`src/rtl/vpp_multi_if.sv`:
```
// vpp_multi_if: sample/result bundle for the multi-channel peak-to-peak meter.
//   master  : producer side (ADC capture / register bank) drives en, data_u,
//             win_len, irq_clr and observes the results.
//   slave   : the meter itself; consumes samples, publishes max/min/vpp,
//             done, irq, overrun and win_cnt.
// Channel k of every packed vector lives at bits [k*DATA_W +: DATA_W].
interface vpp_multi_if #(
  parameter int DATA_W   = 12,
  parameter int CHANNELS = 4
) ();
  logic                         en;
  logic [CHANNELS*DATA_W-1:0]   data_u;
  logic [31:0]                  win_len;
  logic                         irq_clr;
  logic [CHANNELS*DATA_W-1:0]   max;
  logic [CHANNELS*DATA_W-1:0]   min;
  logic [CHANNELS*DATA_W-1:0]   vpp;
  logic                         done;
  logic                         irq;
  logic                         overrun;
  logic [31:0]                  win_cnt;

  modport master (
    output en, data_u, win_len, irq_clr,
    input  max, min, vpp, done, irq, overrun, win_cnt
  );

  modport slave (
    input  en, data_u, win_len, irq_clr,
    output max, min, vpp, done, irq, overrun, win_cnt
  );
endinterface

```
`src/rtl/vpp_multi.sv`:
```
// vpp_multi: per-channel running max/min over a window of L accepted samples.
// At the sample that closes the window, max, min and vpp of all channels are
// published together, done pulses for one cycle and the sticky irq is set.
// Ports:
//   clk_fs  sample clock
//   rst_n   synchronous active-low reset
//   bus     vpp_multi_if.slave (en, data_u, win_len, irq_clr in;
//           max, min, vpp, done, irq, overrun, win_cnt out)
module vpp_multi #(
  parameter int DATA_W   = 12,
  parameter int CHANNELS = 4,
  parameter int SIGNED   = 0,
  parameter int POINTS   = 200
) (
  input  logic         clk_fs,
  input  logic         rst_n,
  vpp_multi_if.slave   bus
);
  localparam int W = CHANNELS * DATA_W;

  logic [31:0]  win_cnt_q, win_cnt_d;
  logic [31:0]  len_q, len_d;
  logic [W-1:0] run_max_q, run_max_d;
  logic [W-1:0] run_min_q, run_min_d;
  logic [W-1:0] max_q, max_d;
  logic [W-1:0] min_q, min_d;
  logic [W-1:0] vpp_q, vpp_d;
  logic         done_q, done_d;
  logic         irq_q, irq_d;
  logic         ovr_q, ovr_d;

  logic         seed;
  logic [31:0]  eff_len;
  logic [31:0]  cur_len;
  logic         last;
  logic [W-1:0] fold_max, fold_min, fold_vpp;

  assign seed = (win_cnt_q == 32'd0);

  // Window length as it would be latched now; 1 is clamped to 2 so the first
  // sample can never also be the closing one.
  always_comb begin
    if (bus.win_len == 32'd0)      eff_len = 32'(POINTS);
    else if (bus.win_len == 32'd1) eff_len = 32'd2;
    else                           eff_len = bus.win_len;
  end

  // On the seeding sample the length is not latched yet, so use it directly.
  assign cur_len = seed ? eff_len : len_q;
  assign last    = (win_cnt_q == cur_len - 32'd1);

  for (genvar k = 0; k < CHANNELS; k++) begin : g_ch
    logic [DATA_W-1:0] s, rmax, rmin, nmax, nmin;
    logic              gt_max, lt_min;

    assign s    = bus.data_u[k*DATA_W +: DATA_W];
    assign rmax = run_max_q[k*DATA_W +: DATA_W];
    assign rmin = run_min_q[k*DATA_W +: DATA_W];

    if (SIGNED != 0) begin : g_signed
      assign gt_max = $signed(s) > $signed(rmax);
      assign lt_min = $signed(s) < $signed(rmin);
    end else begin : g_unsigned
      assign gt_max = s > rmax;
      assign lt_min = s < rmin;
    end

    assign nmax = (seed || gt_max) ? s : rmax;
    assign nmin = (seed || lt_min) ? s : rmin;

    assign fold_max[k*DATA_W +: DATA_W] = nmax;
    assign fold_min[k*DATA_W +: DATA_W] = nmin;
    // max >= min in the active compare mode, so the true difference fits in
    // DATA_W unsigned bits and the modular DATA_W-bit subtraction is exact.
    assign fold_vpp[k*DATA_W +: DATA_W] = nmax - nmin;
  end

  always_comb begin
    win_cnt_d = win_cnt_q;
    len_d     = len_q;
    run_max_d = run_max_q;
    run_min_d = run_min_q;
    max_d     = max_q;
    min_d     = min_q;
    vpp_d     = vpp_q;
    done_d    = 1'b0;
    irq_d     = irq_q;
    ovr_d     = ovr_q;

    if (bus.en) begin
      run_max_d = fold_max;
      run_min_d = fold_min;
      if (seed) len_d = eff_len;
      if (last) begin
        win_cnt_d = 32'd0;
        max_d     = fold_max;
        min_d     = fold_min;
        vpp_d     = fold_vpp;
        done_d    = 1'b1;
      end else begin
        win_cnt_d = win_cnt_q + 32'd1;
      end
    end

    // An update always wins over irq_clr for irq; overrun is only flagged
    // when the previous result was never acknowledged.
    if (done_d)           irq_d = 1'b1;
    else if (bus.irq_clr) irq_d = 1'b0;

    if (done_d && irq_q && !bus.irq_clr) ovr_d = 1'b1;
    else if (bus.irq_clr)                ovr_d = 1'b0;
  end

  always_ff @(posedge clk_fs) begin
    if (!rst_n) begin
      win_cnt_q <= '0;
      len_q     <= '0;
      run_max_q <= '0;
      run_min_q <= '0;
      max_q     <= '0;
      min_q     <= '0;
      vpp_q     <= '0;
      done_q    <= 1'b0;
      irq_q     <= 1'b0;
      ovr_q     <= 1'b0;
    end else begin
      win_cnt_q <= win_cnt_d;
      len_q     <= len_d;
      run_max_q <= run_max_d;
      run_min_q <= run_min_d;
      max_q     <= max_d;
      min_q     <= min_d;
      vpp_q     <= vpp_d;
      done_q    <= done_d;
      irq_q     <= irq_d;
      ovr_q     <= ovr_d;
    end
  end

  assign bus.max     = max_q;
  assign bus.min     = min_q;
  assign bus.vpp     = vpp_q;
  assign bus.done    = done_q;
  assign bus.irq     = irq_q;
  assign bus.overrun = ovr_q;
  assign bus.win_cnt = win_cnt_q;
endmodule

```
`src/flat_wrapper.sv`:
```
// flat-port wrapper written by rule: the top's interface ports become plain ports
module vpp_multi_flat 
#(
  parameter int DATA_W   = 12,
  parameter int CHANNELS = 4,
  parameter int SIGNED   = 0,
  parameter int POINTS   = 200
)
  (clk_fs, rst_n, bus_en, bus_data_u, bus_win_len, bus_irq_clr, bus_max, bus_min, bus_vpp, bus_done, bus_irq, bus_overrun, bus_win_cnt);
  vpp_multi_if #(.DATA_W(DATA_W), .CHANNELS(CHANNELS)) bus_i ();
  input  logic clk_fs;
  input  logic rst_n;
  input wire logic [$bits(bus_i.en)-1:0] bus_en;
  input wire logic [$bits(bus_i.data_u)-1:0] bus_data_u;
  input wire logic [$bits(bus_i.win_len)-1:0] bus_win_len;
  input wire logic [$bits(bus_i.irq_clr)-1:0] bus_irq_clr;
  output wire logic [$bits(bus_i.max)-1:0] bus_max;
  output wire logic [$bits(bus_i.min)-1:0] bus_min;
  output wire logic [$bits(bus_i.vpp)-1:0] bus_vpp;
  output wire logic [$bits(bus_i.done)-1:0] bus_done;
  output wire logic [$bits(bus_i.irq)-1:0] bus_irq;
  output wire logic [$bits(bus_i.overrun)-1:0] bus_overrun;
  output wire logic [$bits(bus_i.win_cnt)-1:0] bus_win_cnt;
  assign bus_i.en = bus_en;
  assign bus_i.data_u = bus_data_u;
  assign bus_i.win_len = bus_win_len;
  assign bus_i.irq_clr = bus_irq_clr;
  assign bus_max = bus_i.max;
  assign bus_min = bus_i.min;
  assign bus_vpp = bus_i.vpp;
  assign bus_done = bus_i.done;
  assign bus_irq = bus_i.irq;
  assign bus_overrun = bus_i.overrun;
  assign bus_win_cnt = bus_i.win_cnt;
  vpp_multi #(.DATA_W(DATA_W), .CHANNELS(CHANNELS), .SIGNED(SIGNED), .POINTS(POINTS)) u_core (.clk_fs(clk_fs), .rst_n(rst_n), .bus(bus_i));
endmodule
```
`config.mk`:
```
export PLATFORM = sky130hd
export DESIGN_NAME = vpp_multi_flat
export DESIGN_NICKNAME = d
export VERILOG_FILES = /design/src/rtl/vpp_multi_if.sv /design/src/rtl/vpp_multi.sv /design/src/flat_wrapper.sv
export SDC_FILE = /design/constraint.sdc
export NUM_CORES = 1
export LEC_CHECK = 0
export ABC_CLOCK_PERIOD_IN_PS = 6150
export BUFFER_PORTS_ARGS = -buffer_cell sky130_fd_sc_hd__buf_4
export CAP_MARGIN = 0
export CORE_MARGIN = 5
export CORE_UTILIZATION = 46
export DETAILED_ROUTE_END_ITERATION = 8
export PLACE_DENSITY = 0.69
export REMOVE_ABC_BUFFERS = 1
export SLEW_MARGIN = 10
export SYNTH_ARGS = -nofsm -noshare
export SYNTH_HDL_FRONTEND = slang
export SYNTH_SLANG_ARGS = --single-unit
```
`constraint.sdc`:
```
create_clock -name clk_fs -period 6.15 [get_ports clk_fs]
set_clock_uncertainty 0.15 [all_clocks]
set_input_delay 1.5375 -clock clk_fs [delete_from_list [all_inputs] [get_ports clk_fs]]
set_output_delay 1.5375 -clock clk_fs [all_outputs]
set_load 0.02 [all_outputs]
```
* Yosys cells after proc, flatten, opt, wreduce, memory -nomap -nowiden
Cells that the tools add are included.
** Word-level totals
- Output and inout bits :: 179
- Input port bits :: 84
- Logic and storage cells :: 59
- Flip-flop bits (word level) :: 307
** Operators by class
- Reduce and logical (&&, ||, !) cells :: 16
- Eq/ne operators :: 2
- Multiplexer cells :: 17
- Add/sub/neg operators :: 6
- Magnitude comparators :: 8
** Operators by type and width (number)
- 32-bit 2-to-1 mux :: 4
- 12-bit 2-to-1 mux :: 8
- 32-bit zero test :: 2
- 12-bit greater-than comparator :: 4
- 12-bit < comparator :: 4
- 12-bit subtractor :: 4
- 32-bit by 1-bit adder with 32-bit output, second input constant :: 1
- 32-bit by 1-bit == test with 1-bit output, second input constant :: 1
- 32-bit == test :: 1
- 32-bit by 1-bit subtractor with 32-bit output, second input constant :: 1
- 1-bit logical OR :: 8
- 1-bit 2-to-1 mux :: 5
- 2-bit nonzero test :: 2
- 1-bit logical AND :: 2
- 2-bit AND reduction :: 1
- 1-bit zero test :: 1

* Logic depth before layout (Yosys ltp)
Gate-level depths: netlist of run 1.
- Depth in word-level cells :: 11
- Depth in mapped cells :: 26
- Mapped depth without buffers :: 24

* Least setup slack after synthesis of run 1
OpenSTA, ideal clock, no wires.
- Path kind :: in2reg
- Start point :: in bus_data_u[37]
- End point :: reg u_core.vpp_q[46] (netlist: u_core.bus.vpp[46])
- Stages :: 23
- Library setup time :: 0.072 ns
- Arrival time :: 5.748 ns
- Path buffers :: 1
- Required time :: 5.928 ns
- Path slack :: 0.180 ns
- Cells stage by stage :: ha_1 -> a21o_1 -> a21o_1 -> a21o_1 -> a21oi_1 -> nor2b_1 -> o211ai_1 -> a21oi_1 -> clkbuf_1 -> mux2_2 -> ha_1 -> fa_1 -> nor2b_1 -> o21ai_0 -> a21boi_0 -> o21ai_0 -> a21boi_0 -> o21ai_0 -> a21boi_0 -> o21a_1 -> nor3_1 -> nand3b_1 -> mux2i_1
** Between the ends
- Cells in the longest elaborated chain, start to end :: 4
- Elaborated cells between the ends (all ways) :: 7
- Those cells by class :: 1 x add/sub; 2 x order compare; 2 x mux; 2 x reduce/logical
** Ends and longest elaborated chain
- start: declaration :: line flat_wrapper.sv:14 : input wire logic [$bits(bus_i.data_u)-1:0] bus_data_u;
- 12-bit < comparator :: line vpp_multi.sv:65 : assign lt_min = s < rmin;
- 1-bit logical OR :: line vpp_multi.sv:69 : assign nmin = (seed || lt_min) ? s : rmin;
- 12-bit 2-to-1 mux :: line vpp_multi.sv:69
- via u_core.g_ch[3].nmin[0] :: line vpp_multi.sv:53 : logic [DATA_W-1:0] s, rmax, rmin, nmax, nmin;
- 12-bit subtractor :: line vpp_multi.sv:75 : assign fold_vpp[k*DATA_W +: DATA_W] = nmax - nmin;
- end signal: assignment :: line vpp_multi.sv:133 : vpp_q <= vpp_d;
- end: declaration :: line vpp_multi.sv:27 : logic [W-1:0] vpp_q, vpp_d;
The timed path passes the listed nets, and every way through them passes these cells.
A chain may end at the register's enable or synchronous reset.

* Final worst setup path of run 1
- Start point :: in bus_win_len[17]
- End point :: reg u_core.vpp_q[32] (netlist: u_core.bus.vpp[32])
** Between the ends
- Cells in the longest elaborated chain, start to end :: 7
- Elaborated cells between the ends (all ways) :: 8
- Those cells by class :: 1 x add/sub; 2 x eq/ne; 3 x mux; 2 x reduce/logical
** Ends and longest elaborated chain
- start: declaration :: line flat_wrapper.sv:15 : input wire logic [$bits(bus_i.win_len)-1:0] bus_win_len;
- 32-bit by 1-bit == test with 1-bit output :: line vpp_multi.sv:44 : else if (bus.win_len == 32'd1) eff_len = 32'd2;
- 32-bit 2-to-1 mux :: line vpp_multi.sv:44
- 32-bit 2-to-1 mux (*) :: line vpp_multi.sv:43 : if (bus.win_len == 32'd0) eff_len = 32'(POINTS);
- 32-bit 2-to-1 mux (*) :: line vpp_multi.sv:49 : assign cur_len = seed ? eff_len : len_q;
- 32-bit by 1-bit subtractor with 32-bit output (*) :: line vpp_multi.sv:50 : assign last = (win_cnt_q == cur_len - 32'd1);
- 32-bit == test (*) :: line vpp_multi.sv:50
- 2-bit AND reduction (no source line) (*)
Every way passes the cells marked *; elsewhere a longest branch is shown, timed or not.

==> impl_results.md, run 1 <==
- H-tree depth: 2
- Synth unique cells: between 80 and 90
- Global-route wire length before repair: 97,400 µm
- Sequential area share after synthesis: 32.0%
- Setup Viol. Count Final: 0
- # IOs: 263
- Vias after detailed routing: roughly 18,000
- Placed cell count: 3,098
- Detail Route Antenna Nets: 0
- Worst vdd ir: 241 µV
- Fin Hold WS: 310 ps
- CTS Buf Count: 38
- Post-CTS Setup Bufs: 0
- CORE AREA: between 40,000 and 50,000 µm²
- Main combinational cell family by area after synthesis: compound AO/OA/AOI/OAI gates
- Commonest cells in the netlist: dfxtp_1, nand2_1, nor2_1
- Final GP Congestion: 0.955
- Vias per inst: 5.81
- Final Power: 0.00580 W
- Setup Crit Path Kind: in -> reg
- Synth Area in Compound Gates: 19.9%
- Ys flop type: dfxtp_1
- GRT Residual Overflow: 0
- Share of layout cells above drive strength 1: 21.2%
- CP startpoint kind: input pin
- Max-slew headroom at the worst pin: 31.9%
- Initial core utilization: 46.8%
- Hold Violations, Final: 0
- CP endpoint kind: flip-flop
- Arr. time, crit path: 6090 ps
- Clock latency on the worst-skew pair: 570 ps
- GRT Overall Usage: between 20% and 30%
- Synth Area in XOR/XNOR: 4.55%
- Leakage: 10.3 nW
- Max Slew Vio Count: 0
- Clk buf depth: 3
- Drt pass-1 iters: 5
- Simple-Gate Fraction of Synth Area: 19.5%
- Die Y: around 210 µm
- Fin crit share: 94.2%
- Syn_area_per_cell: ~8.3 µm²
- Final WL: around 61,000 µm
- Register area: a little over 6000 µm²
- Post-synthesis cell count: 2,323
- Area share of fa/ha/maj cells after synthesis: 9.48%
- RSZ-0062 raised after global routing: false
- Minimum clock period: 5790 ps
- Post-synth top area share: roughly 32%
- Clock root buffer master: clkbuf_16
- Vias in the first global route: 18,000
- Area contributors post-synth: dfxtp_1, ha_1, mux2i_1, a211oi_1, nand2_1
- Die ar.: 45,900 µm²
- Fill cells: roughly 3,700
- Area of the multi-input gates: 11,800 µm²
- Post-Synthesis Cell Area: 19,200 µm²
- Largest net degree at the start of global routing: 112
- Pwr dens: 247 nW/µm²
- Slowest stage delay, CP: 450 ps
- Die W: 214 µm
- Final Net Count: between 2,000 and 3,000
- Yosys warning count: 0
- Biggest area consumer among synthesized cells: dfxtp_1
- Iteration-0 DRC Markers: 1,487
- Routed wire per std cell: 19.4 µm
- DRC violations left: 0
- Multiplexer area fraction after synthesis: between 8 and 9%
- Run status: finished clean
- Register bit count reported by yosys: 307
- Top cell by count, worst path: buf_4
- # rows: 74
- DP HPWL: between 40,000 and 50,000 µm
- Req. time, crit path: 6440 ps
- CTS clk-pin slew, worst paths: around 60 ps
- R2R Setup Slk: 790 ps
- Synthesis-to-finish area growth: 22.7%
- Async SR Flop Fraction: 0%
- Hold Crit Class: reg -> reg
- Port Buffers: about 260
- Number of synthesized flops with an enable pin: 0
- Least-Margin Pin Slew: 1020 ps
- Top-count cell post-synth: dfxtp_1
- Post-route insts no fill: roughly 3,200
- Clk sinks: 307
- Worst path cell trace: buf_4, nor4_2, nand4_1, nor4_2, a211oi_1, a21oi_1, ha_1, nor2b_1, o21ai_0, buf_4, o2bb2ai_1, nor4_1, buf_4, xor2_1, o2111ai_1, nor4bb_1, nand4_1, buf_12, buf_12, o41ai_2
- Initial antenna violation count: 3
- Max Clk Rate: 173 MHz
- Worst Path Max Fanout: 28
- CTS tree: yes
- Max-cap violations: 0
- CP max-delay cell: nor4bb_1
metal layers:
metal / vias to the layer above / GRT usage, % / wire length, µm
met5: - / 0 / 0
li1: 8912 / - / -
met3: 102 / 6.30 / 5280
met4: 0 / 7.37 / 1620
met2: 627 / 40.9 / 27600
met1: 8746 / 34.3 / 26900
critical path: cells and delay by family:
kind	cells	cell delay (ps)
simple gates	7	2080
compound gates	6	1120
buf+inv	5	900
fa+ha+maj	1	250
xor+xnor	1	160
what timing repair did:
item / CTS / global route
resized for setup: 0 / 1
hold buffers: 0 / 0
setup endpoints to repair: 0 / 77
state kept, by name, summed over array words and instances, names as in the netlist:
signal / count
u_core.bus.done: 1
u_core.run_min_q: 48
u_core.bus.overrun: 1
u_core.bus.max: 48
u_core.bus.vpp: 48
u_core.run_max_q: 48
u_core.bus.min: 48
u_core.bus.irq: 1
u_core.len_q: 32
u_core.bus.win_cnt: 32
final timing paths:
| check | from | end | cells after the start |
|---|---|---|---|
| min reg2reg | u_core.bus.max[46] | u_core.bus.max[46] | 2 |
| min | u_core.bus.max[46] | u_core.bus.max[46] | 2 |
| max | bus_win_len[17] | u_core.bus.vpp[32] | 20 |
| max reg2reg | u_core.bus.win_cnt[1] | u_core.bus.vpp[32] | 21 |
through the flow:
stage | instance area, µm² | TNS (ps) | utilization (%) | setup slack [ps]
final | 23500 | 0 | 57.4 | 358
after global routing | 23500 | 0 | 57.4 | 19.1
after CTS | 23500 | 0 | 57.3 | 370
after detailed placement | 22300 | -9900 | 54.3 | -187
after global placement | 22300 | -18130 | 54.3 | -212
after floorplan | 18500 | -733620 | - | -6480
report_power, final:
group / internal (W) / leakage, nW / switching [W] / total, W
Clock: 0.00134 / 0.608 / 0.000909 / 0.00225
Combinational: 0.000611 / 7.22 / 0.000825 / 0.00144
Sequential: 0.00206 / 2.50 / 0.0000577 / 0.00212
cell type report:
type	instances	share of cell area, %
inverters	142	2.29
multi-input cells	1724	50.3
diodes	3	0.0319
repair buffers	393	13.1
clock buffers	54	4.73
well taps	532	2.83
clock inverters	11	0.563
flip-flops and latches	307	26.1
kinds of logic after synthesis:
logic type / after synthesis
buffers and inverters: 292
DFF: 307
adders and majority gates: 143
xor gates and xnor gates: 98
muxes: 152
and+or+nand+nor: 789
AOI/OAI and AO/OA: 542
cells in the final DEF (no fill, tap or decap), types with 13 or more instances in the layout:
master	instances
a211oi_1	130
o21a_1	13
a31oi_1	41
a21o_1	32
a21oi_1	96
dfxtp_1	307
mux2_2	34
or3_1	19
nor4_1	21
nand3_1	53
nand4_1	35
xnor2_1	58
buf_4	381
nor3_1	79
xor2_1	39
or4_1	14
nor2b_1	25
nand2_1	247
nor2_1	220
mux2i_1	118
a31o_2	35
o21ai_0	80
clkbuf_16	39
inv_1	140
and3_1	20
ha_1	139
a21boi_0	21
(Power assumes the default switching activity.)
==> run 2, diff against run 1 <==
--- a/config.mk
+++ b/config.mk
@@ -5,13 +5,13 @@
 export SDC_FILE = /design/constraint.sdc
 export NUM_CORES = 1
 export LEC_CHECK = 0
-export ABC_CLOCK_PERIOD_IN_PS = 6150
+export ABC_CLOCK_PERIOD_IN_PS = 5900
 export BUFFER_PORTS_ARGS = -buffer_cell sky130_fd_sc_hd__buf_4
 export CAP_MARGIN = 0
 export CORE_MARGIN = 5
 export CORE_UTILIZATION = 46
 export DETAILED_ROUTE_END_ITERATION = 8
-export PLACE_DENSITY = 0.69
+export PLACE_DENSITY = 0.66
 export REMOVE_ABC_BUFFERS = 1
 export SLEW_MARGIN = 10
 export SYNTH_ARGS = -nofsm -noshare
==> constraint.sdc (replaced) <==
create_clock -name clk_fs -period 5.9 [get_ports clk_fs]
set_clock_uncertainty 0.15 [all_clocks]
set_input_delay 1.475 -clock clk_fs [delete_from_list [all_inputs] [get_ports clk_fs]]
set_output_delay 1.475 -clock clk_fs [all_outputs]
set_load 0.02 [all_outputs]
==> run 2 against run 1 <==
  * Final cell count up 3.3%
  * Combinational power increased by 12%
  * Worst setup slack got worse by 190 ps
  * Die area unchanged
  * Final area is 3.5% higher
  * Sequential share of layout area is 0.88 points lower
  * Worst hold slack got worse by 6.1 ps
  * Clock power increased by 5%
  * Wire length rose by 2.8%
  * Sequential cell count stayed put
==> impl_results.md, run 2 (synthesized netlist as in run 1, its figures left out) <==
- Die W: 214 µm (unchanged)
- Largest net degree at the start of global routing: 107 (-4.5%)
- Drt pass-1 iters: 5 (unchanged)
- Synthesis-to-finish area growth: 27.0%
- Worst Path Max Fanout: 33 (+18%)
- Vias per inst: 5.71 (-1.7%)
- Worst hold endpoint: u_core.len_q[31]
- Commonest non-fill, non-tap cells in the layout: buf_4, dfxtp_1, nand2_1
- Max Clk Rate: roughly 170 MHz
- CP endpoint kind: flip-flop
- Pwr dens: 254 nW/µm² (+2.9%)
- Hold Violations, Final: 0 (unchanged)
- R2R Setup Slk: 480 ps (-310 ps)
- Max-slew headroom at the worst pin: 22.7% (-9.2 points)
- Hold Crit Class: reg -> reg
- R2R cell count: 13 (-38%)
- GRT Overall Usage: 26.4% (+0.93 points)
- Detail Route Antenna Nets: 0 (unchanged)
- Arr. time, crit path: 6020 ps (-70 ps)
- Hold_buf cts: 0 (unchanged)
- Max Slew Vio Count: 0 (unchanged)
- GRT Residual Overflow: 0 (unchanged)
- Req. time, crit path: 6190 ps (-250 ps)
- Final GP Congestion: 0.944 (-1.2%)
- Iteration-0 DRC Markers: 1,426 (-4.1%)
- H-tree depth: 2 (unchanged)
- Hold Crit Depth: 2 (unchanged)
- # IOs: 263 (unchanged)
- Setup_tns: 0 ps (unchanged)
- CP max-delay cell: or4_1
- Port Buffers: 262 (unchanged)
- Commonest non-fill, non-tap cell in the layout: buf_4
- Clock root buffer master: clkbuf_16
- Fin crit share: 97.1%
- Post-Layout Inst Area: 24,400 µm² (+3.5%)
- CORE AREA: 41,000 µm² (unchanged)
- Run status: finished clean
- CP startpoint kind: input pin
- Clk sinks: 307 (unchanged)
- Placed Instance Area: 23,000 µm² (+3.4%)
- Clock latency on the worst-skew pair: 560 ps (about the same)
- Max-cap violations: 0 (unchanged)
- Vias after detailed routing: 18,700 (+1.5%)
- Minimum clock period: 5730 ps
- DRC violations left: 0 (unchanged)
- Worst path cell trace: buf_4, or3_1, nand4b_2, nor4_2, buf_4, a211oi_1, a21oi_1, ha_1, nor2b_1, o21ai_0, a222oi_1, nand3_1, xnor2_2, nand3_1, or4_1, a21oi_4, buf_12, a31oi_1, a211oi_1
- Die Y: 214 µm (unchanged)
- CTS tree: yes
- Initial antenna violation count: 3 (unchanged)
- DP HPWL: 46,300 µm (+3.4%)
- FF-to-FF End: u_core.bus.max[0]
- CTS Buf Count: 37 (-2.6%)
- Routed wire per std cell: 19.3 µm (-0.50%)
- Final Net Count: 2,935 (+3.6%)
- Setup Crit Path Kind: in -> reg
- Die ar.: 45,900 µm² (unchanged)
- Min-delay src: u_core.len_q[31]
- Slowest stage delay, CP: 620 ps (+170 ps)
- Global-route wire length before repair: 101,000 µm (+3.6%)
- Setup Viol. Count Final: 0 (unchanged)
- Vias in the first global route: 18,700 (+4.0%)
- Leakage: 10.8 nW (+4.7%)
- Fin Hold WS: 304 ps (-6.11 ps)
- Worst vdd ir: 193 µV (-20%)
- Clk buf depth: 3 (unchanged)
- CTS clk-pin slew, worst paths: 60 ps (about the same)
- Initial core utilization: 46.8% (unchanged)
- Share of layout cells above drive strength 1: 24.5% (+3.3 points)
- # rows: 74 (unchanged)
- Reg2Reg Launch Point: u_core.bus.win_cnt[4]
- Final WL: 63,100 µm (+2.8%)
- Least-Margin Pin Slew: 1160 ps (+137 ps)
[run 2: cell types whose count changed in the layout (fill, tap and decap cells not counted), sizes merged]
cell      delta
inv          +3
diode        -1
clkinv       -4
buf        +103
bufinv       +1
clkinvlp     +2
[run 2: stage by stage]
stage / setup WS [ps] / cells / utilization [%] / power [W]
CTS: 166 / 3267 / 59.2 / 0.00622
detailed placement: -370 / 3200 / 56.1 / 0.00382
floorplan: -6670 / 2173 / - / 0.00319
global route: -33.7 / 3268 / 59.4 / 0.00651
global placement: -409 / 3200 / 56.1 / 0.00380
finish: 172 / 3270 / 59.4 / 0.00618
[run 2: repair_timing]
| item | in CTS | in global routing |
|---|---|---|
| setup buffers | 0 | 1 |
| resized for setup | 0 | 21 |
| endpoints found under the setup margin | 0 | 147 |
[run 2: metal layers]
layer	GRT usage [%]	vias to the layer above	share of wire, %	routed length, µm
li1	-	9109	-	-
met1	34.7	8875	44	27900
met5	0	-	0	0
met2	43.3	576	46	28800
met3	7.06	105	8.0	5060
met4	6.87	0	2.3	1440
[run 2: final cells by class]
| cell class | count | area [µm²] |
|---|---|---|
| well taps | 532 | 666 |
| multi-input cells | 1724 | 11900 |
| diodes | 2 | 5.00 |
| clock buffers | 54 | 1080 |
| clock inverters | 13 | 173 |
| repair buffers | 496 | 3850 |
| flip-flops and latches | 307 | 6150 |
| inverters | 142 | 538 |
| fillers | 3733 | 16700 |
[run 2: worst max-delay path: cells and delay by family]
family          cells  cell delay, ps
simple gates        7            2020
compound gates      7            1520
buf+inv             3             520
fa+ha+maj           1             240
xor+xnor            1             220
[run 2: worst max path at each step]
stage,from,end,slack [ps],cells after the start
after detailed placement,bus_win_len[5],u_core.bus.min[31],-370,20
after global routing,bus_win_len[5],u_core.bus.vpp[9],-30,20
after global placement,bus_win_len[17],u_core.bus.min[31],-410,20
final,bus_win_len[5],u_core.bus.max[0],170,19
after floorplan,bus_win_len[5],u_core.bus.win_cnt[10],-6670,15
after CTS,bus_win_len[5],u_core.bus.vpp[9],170,20
[run 2: power breakdown]
| group | switching (W) | internal [W] |
|---|---|---|
| clock network | 0.000951 | 0.00141 |
| logic | 0.000896 | 0.000714 |
| registers | 0.0000603 | 0.00215 |
